## src/rtl/fir_sym_mc.sv

```systemverilog
// Multi-channel symmetric (linear-phase) FIR with one shared, time-multiplexed
// pre-adder/MAC, a runtime-writable half-length coefficient bank and round/saturate output.
module fir_sym_mc #(
    parameter int WIDTH_DATA  = 8,
    parameter int WIDTH_COEF  = 8,
    parameter int N_TAPS      = 16,
    parameter int LOG2_N_TAPS = 4,
    parameter int N_CH        = 2,
    parameter int LOG2_N_CH   = 1,
    parameter int WIDTH_OUT   = 16,
    parameter int SHIFT       = 0
) (
    input  logic                          clk,
    input  logic                          rst,
    input  logic signed [WIDTH_DATA-1:0]  din,
    input  logic [LOG2_N_CH-1:0]          din_ch,
    input  logic                          din_valid,
    output logic                          din_ready,
    input  logic                          coef_we,
    input  logic [LOG2_N_TAPS-2:0]        coef_addr,
    input  logic signed [WIDTH_COEF-1:0]  coef_din,
    output logic signed [WIDTH_OUT-1:0]   dout,
    output logic [LOG2_N_CH-1:0]          dout_ch,
    output logic                          dout_valid
);
    localparam int H      = N_TAPS / 2;
    localparam int KW     = LOG2_N_TAPS - 1;
    localparam int PRE_W  = WIDTH_DATA + 1;
    localparam int PROD_W = PRE_W + WIDTH_COEF;
    localparam int ACC_W  = PROD_W + LOG2_N_TAPS;
    localparam logic [LOG2_N_CH:0] NCH = (LOG2_N_CH + 1)'(N_CH);
    localparam logic signed [ACC_W:0] RND =
        (SHIFT > 0) ? ({{ACC_W{1'b0}}, 1'b1} << (SHIFT > 0 ? SHIFT - 1 : 0)) : '0;
    localparam logic signed [ACC_W:0] MAXV =
        {{(ACC_W + 2 - WIDTH_OUT){1'b0}}, {(WIDTH_OUT - 1){1'b1}}};
    localparam logic signed [ACC_W:0] MINV = ~MAXV;

    typedef enum logic [1:0] {IDLE, MAC, OUT} state_t;

    state_t                        state_q, state_d;
    logic [KW-1:0]                 k_q, k_d;
    logic signed [ACC_W-1:0]       acc_q, acc_d;
    logic [LOG2_N_CH-1:0]          ch_q, ch_d;
    logic signed [WIDTH_OUT-1:0]   dout_q, dout_d;
    logic [LOG2_N_CH-1:0]          dout_ch_q, dout_ch_d;
    logic                          dout_valid_q, dout_valid_d;
    logic signed [WIDTH_DATA-1:0]  line_q [N_CH][N_TAPS];
    logic signed [WIDTH_COEF-1:0]  coef_q [H];

    logic                          accept, coef_wr;
    logic [LOG2_N_TAPS-1:0]        idx_lo, idx_hi;
    logic signed [WIDTH_DATA-1:0]  x_lo, x_hi;
    logic signed [PRE_W-1:0]       pre;
    logic signed [PROD_W-1:0]      pre_ext, coef_ext, prod;
    logic signed [ACC_W-1:0]       term;

    function automatic logic signed [ACC_W:0] round_shift(input logic signed [ACC_W-1:0] a);
        logic signed [ACC_W:0] t;
        t = {a[ACC_W-1], a};
        t = t + RND;
        return t >>> SHIFT;
    endfunction

    function automatic logic signed [WIDTH_OUT-1:0] saturate(input logic signed [ACC_W:0] v);
        if (v > MAXV)
            return MAXV[WIDTH_OUT-1:0];
        else if (v < MINV)
            return MINV[WIDTH_OUT-1:0];
        else
            return v[WIDTH_OUT-1:0];
    endfunction

    assign din_ready = rst && (state_q == IDLE);
    assign accept    = (state_q == IDLE) && din_valid && ({1'b0, din_ch} < NCH);
    assign coef_wr   = (state_q == IDLE) && coef_we;

    // Tap k pairs with tap N_TAPS-1-k, which is the bitwise complement of k.
    always_comb begin
        idx_lo   = {1'b0, k_q};
        idx_hi   = ~idx_lo;
        x_lo     = line_q[ch_q][idx_lo];
        x_hi     = line_q[ch_q][idx_hi];
        pre      = {x_lo[WIDTH_DATA-1], x_lo} + {x_hi[WIDTH_DATA-1], x_hi};
        pre_ext  = {{WIDTH_COEF{pre[PRE_W-1]}}, pre};
        coef_ext = {{PRE_W{coef_q[k_q][WIDTH_COEF-1]}}, coef_q[k_q]};
        prod     = pre_ext * coef_ext;
        term     = {{LOG2_N_TAPS{prod[PROD_W-1]}}, prod};
    end

    always_comb begin
        state_d      = state_q;
        k_d          = k_q;
        acc_d        = acc_q;
        ch_d         = ch_q;
        dout_d       = dout_q;
        dout_ch_d    = dout_ch_q;
        dout_valid_d = 1'b0;
        case (state_q)
            IDLE: begin
                if (accept) begin
                    ch_d    = din_ch;
                    acc_d   = '0;
                    k_d     = '0;
                    state_d = MAC;
                end
            end
            MAC: begin
                acc_d = acc_q + term;
                k_d   = k_q + KW'(1);
                if (&k_q)
                    state_d = OUT;
            end
            OUT: begin
                dout_d       = saturate(round_shift(acc_q));
                dout_ch_d    = ch_q;
                dout_valid_d = 1'b1;
                state_d      = IDLE;
            end
            default: state_d = IDLE;
        endcase
    end

    always_ff @(posedge clk) begin
        if (!rst) begin
            state_q      <= IDLE;
            k_q          <= '0;
            acc_q        <= '0;
            ch_q         <= '0;
            dout_q       <= '0;
            dout_ch_q    <= '0;
            dout_valid_q <= 1'b0;
        end else begin
            state_q      <= state_d;
            k_q          <= k_d;
            acc_q        <= acc_d;
            ch_q         <= ch_d;
            dout_q       <= dout_d;
            dout_ch_q    <= dout_ch_d;
            dout_valid_q <= dout_valid_d;
        end
    end

    // Reset also clears storage so an aborted sample leaves no residue.
    always_ff @(posedge clk) begin
        if (!rst) begin
            for (int c = 0; c < N_CH; c++)
                for (int i = 0; i < N_TAPS; i++)
                    line_q[c][i] <= '0;
            for (int k = 0; k < H; k++)
                coef_q[k] <= '0;
        end else begin
            for (int c = 0; c < N_CH; c++) begin
                if (accept && din_ch == LOG2_N_CH'(c)) begin
                    line_q[c][0] <= din;
                    for (int i = 1; i < N_TAPS; i++)
                        line_q[c][i] <= line_q[c][i-1];
                end
            end
            if (coef_wr)
                coef_q[coef_addr] <= coef_din;
        end
    end

    assign dout       = dout_q;
    assign dout_ch    = dout_ch_q;
    assign dout_valid = dout_valid_q;
endmodule

```

## config.mk

```make
export PLATFORM = sky130hd
export DESIGN_NAME = fir_sym_mc
export DESIGN_NICKNAME = d
export VERILOG_FILES = /design/src/rtl/fir_sym_mc.sv
export SDC_FILE = /design/constraint.sdc
export NUM_CORES = 1
export LEC_CHECK = 0
export ABC_AREA = 1
export BUFFER_PORTS_ARGS = -buffer_cell sky130_fd_sc_hd__buf_2
export CAP_MARGIN = 10
export CORE_ASPECT_RATIO = 1.1
export CORE_MARGIN = 10
export CORE_UTILIZATION = 55
export CTS_CLUSTER_DIAMETER = 40
export DETAILED_ROUTE_END_ITERATION = 7
export GPL_TIMING_DRIVEN = 1
export PLACE_DENSITY_LB_ADDON = 0.08
export SETUP_SLACK_MARGIN = 0.4
export SLEW_MARGIN = 20
export SYNTH_ARGS = -nofsm -noshare
export SYNTH_HDL_FRONTEND = slang
export SYNTH_SLANG_ARGS = --single-unit
```

## constraint.sdc

```tcl
create_clock -name clk -period 11 [get_ports clk]
set_input_delay 1.1 -clock clk [delete_from_list [all_inputs] [get_ports clk]]
set_output_delay 1.1 -clock clk [all_outputs]
set_load 0.01 [all_outputs]
```

# After elaboration in Yosys (flattened, before gate mapping)
# Memories as Yosys holds them, arrays and structs flattened. A register that Yosys moved wholly into a read port is not among the register bits.
# Cells that the tools add are included.
# totals
in_bits	24
reg_bits	45
n_memories	2
ramBits	320
wordCells	134
# mem_list
memory	words	width	read_ports	rd_ports_with_merged_regs	wr	line_no	rtl
line_q	2	128	3	1	2	47	logic signed [WIDTH_DATA-1:0] line_q [N_CH][N_TAPS];
coef_q	8	8	1	1	8	48	logic signed [WIDTH_COEF-1:0] coef_q [H];
# op_classes
reduce_logical	12
eq_ne	4
order_cmp	4
n_addsub	3
mul	1
n_bitwise	36
mux	65
# ops
op	count
$mux W8	37
$bmux W8 S4	2
$pmux W21 S2	1
$mux W16	2
$or A1 B1 Y1	32
$add A21 B17 Y21	1
$gt A21 B16 Y1 const B	1
$lt A21 B16 Y1 const B	1
$mux W21	1
$mul A9 B8 Y17	1
$mux W1	14
$mux W3	4
$ge A5 B5 Y1 const B	2
$add A8 B8 Y9	1
$reduce_or A8 Y1	1
$pmux W3 S2	1
$reduce_and A2 Y1	3
$logic_and A1 B1 Y1	5
$not A3 Y5	1
$not A4 Y5	1
$mux W2	2
$ne A2 B2 Y1 const B	2
$not A3 Y4	1
$pmux W2 S2	1
7 further kinds	7

# Depth between registers and ports, before layout
# logic_depth
ltp_word	9
ltp_mapped	40
mapped_depth_nobuf	38

# Worst setup path after synthesis
# Ideal clock, no wire load.
# synth_timing
path_kind	input port to flip-flop
startpoint	in din_valid
endpoint	mem line_q[0][0] (netlist name) (enable)
arrival_ns	10.241
stages	2
t_required_ns	10.203
slack_ns	-0.038
setup_time_ns	0.797
cell_sequence	nand2_1 > o21ai_0
# synth_lines
item	line_no	rtl
start: declaration	17	input logic din_valid,
end: declaration	47	

==> run metrics <==
First-pass DRT Iterations 5; post-route ant nets 0; Pwr Density 306 nW/um^2; io pins 43; first-pass GRT wire length 77.2 mm; mux share of post-synthesis cell area 0.00383; Vias 14800; Setup CP Type flip-flop to flip-flop; CP Launch Type flip-flop; max_cap viols 0; switching power 0.00301 W; top_reg_cell synth edfxtp_1; Worst slew margin 0.334; postcts setup bufs 0; Final Util 0.615; Mapped Cells 2233; Buf/Inv on CP 5; Synth Register Bits 369; Post-Route Skew 0.0158 ns; CTS buffer count 46; combinational family with the most area after synthesis simple AND/OR/NAND/NOR gates; H-tree Lvls 2; n_diodes 0; number of port buffers 42; Worst-Skew Late Latency 0.59 ns; slowest stage delay, CP 0.79 ns; Final setup viols 0; Tcrit/Tclk final 0.730; Synth Warn # 0; switching part of the total 0.428; worst-margin pin slew 0.998 ns; Die X 206 um; Final Total Pwr 0.00704 W; adder-cell share of the synthesized area 0.124; Core Rows 74; Internal Power 0.00402 W; Final WS setup 2.97 ns; Post-Syn Area 20900 sq um; RD Place Congestion 0.871; EDFF count, synth 320; Seq pwr share 0.238; RSZ-0062 raised after global routing false; crit path time final 8.03 ns; Max Clk Rate 125 MHz; initial core utilization 0.559; total congestion overflow 0; Max Slew Vio Count 0; syn_area_per_cell 9.37 sq um; die area 46300 sq um; Netlist cell types 47; xor-xnor portion of the synthesized cell area 0.00957; dpl hpwl 30.8 mm; hold buffer count at cts 0; TritonCTS clock tree yes; run status complete, no violations; initial antenna violation count 1; Vias/cell 5.33; drt drc 0; clock sink total 369; CP arrival 8.47 ns; DRT iter0 DRCs 957; register area share after synthesis 0.506; crit path max fanout 88; maximum vdd drop 594 uV; pre-CTS setup slack 2.97 ns; post-route insts no fill 2769; Clock Tree Buf Depth 3; setup tns final 0 ns; Post-Route WL 46.7 mm; Total Routing Usage GR 0.208; P_leak 10.0 nW; Die Height 225 um; vias in the first global route 15200; cell count after placement 2686; Worst-path clk slew 0.06 ns; layout cells sized above 1 0.0875; critical path data required time 11.44 ns; top area cells in the synthesized netlist edfxtp_1 (46%), fa_1 (8.6%), nor2_1 (7.5%); nets@finish 2417; Slowest cell on crit path nor2_2; net count after synthesis 2410; Post-CTS Resized 0; worst min-delay path class flip-flop to flip-flop; Yosys top cell area share 0.459; post-synthesis compound-gate area fraction 0.115; average wire per standard cell 16.9 um; clk root buf clkbuf_16; ys async rst share 0; area grow syn2layout 10.0%; crit-path leading delay family adder cells; area share of and/or/nand/nor cells after synthesis 0.144; largest net degree at the start of global routing 89; Final Hold Fails 0; area leader, netlist edfxtp_1; Setup crit end kind flip-flop; Clk network pwr share 0.221; CORE AREA 37400 sq um; Comb power frac 0.541
-- worst min-delay path, cell delays in order, from the launching register on --
cell and delay (ns):
dfxtp_1 0.31, nand2_1 0.06, a21oi_1 0.06
-- metrics by stage --
step	hold WS, ns	area, sq um
finish	0.477	23000
global placement	0.460	21400
CTS	0.478	23000
floorplan	0.438	20900
detailed placement	0.469	21400
global route	0.498	23000
-- state kept, by name, summed over array words and instances, names as in the netlist, named ones only --
signal      cells
acc_q          21
state_q         2
dout_valid      1
dout_ch         1
ch_q            1
dout           16
k_q             3
coef_q         64
line_q        256
-- kinds of logic after synthesis --
| family | count (synthesis) |
|---|---|
| AOI/OAI and AO/OA | 423 |
| xor gates and xnor gates | 22 |
| adders and majority gates | 153 |
| buffers and inverters | 512 |
| DFF | 369 |
| muxes | 8 |
| and+or+nand+nor | 746 |
-- synthesized netlist by cell type (all sizes together) (6+ instances only) --
cell type,number
or2,8
a22oi,7
nand2,268
o21ai,163
clkbuf,38
o21bai,10
xnor2,7
a21oi,187
buf,62
fa,90
ha,63
dfxtp,49
a32o,12
edfxtp,320
inv,412
mux2i,8
o221ai,32
nor2,423
nand3,41
nor3,6
xor2,15
-- layer usage --
metal	track usage	wire, um
met5	0	12
met4	0.0664	1410
met3	0.0319	2050
met2	0.375	24200
met1	0.247	19000
-- power by group through the flow --
stage	Sequential, W	Clock [W]	Combinational, W
6_report	0.00167	0.00156	0.00381
5_1_grt	0.00169	0.00163	0.00445
4_1_cts	0.00168	0.00158	0.00387
3_5_place_dp	0.00170	0	0.00385
3_3_place_gp	0.00170	0	0.00380
2_1_floorplan	0.00169	0	0.00300
-- path summary, 6_finish.rpt --
path / to / cells after the start / start / slack, ns
max: acc_q[15] / 32 / flip-flop / 2.97
min: dout[15] / 2 / dout[15] / 0.48
max reg2reg: acc_q[15] / 32 / flip-flop / 2.97
min reg2reg: dout[15] / 2 / dout[15] / 0.48
-- layout make-up --
class                           instances  area, sq um
Fill cell                            3223        14400
Tap cell                              494          618
Timing Repair Buffer                   59          338
Clock buffer                           52         1180
Multi-Input combinational cell       1352         8340
Sequential cell                       369        10600
Inverter                              412         1550
Clock inverter                         31          395
-- placed cells by master (no fill, tap or decap), drive strengths merged --
cell type  count
xor2          15
a22oi          7
or2            8
o31ai          2
xnor2          7
clkinvlp       5
a21oi        187
fa            90
nor2         423
o22ai          2
nand2        268
o221ai        32
a21o           1
a21boi         5
a32o          12
o21a           1
bufinv         6
nand3         41
edfxtp       320
buf           59
dfxtp         49
clkinv        14
clkbuf        52
mux2i          8
o21bai        10
nor3           6
ha            63
inv          418
o32ai          1
o21ai        163
No activity file was read; power rests on OpenSTA's default activity.
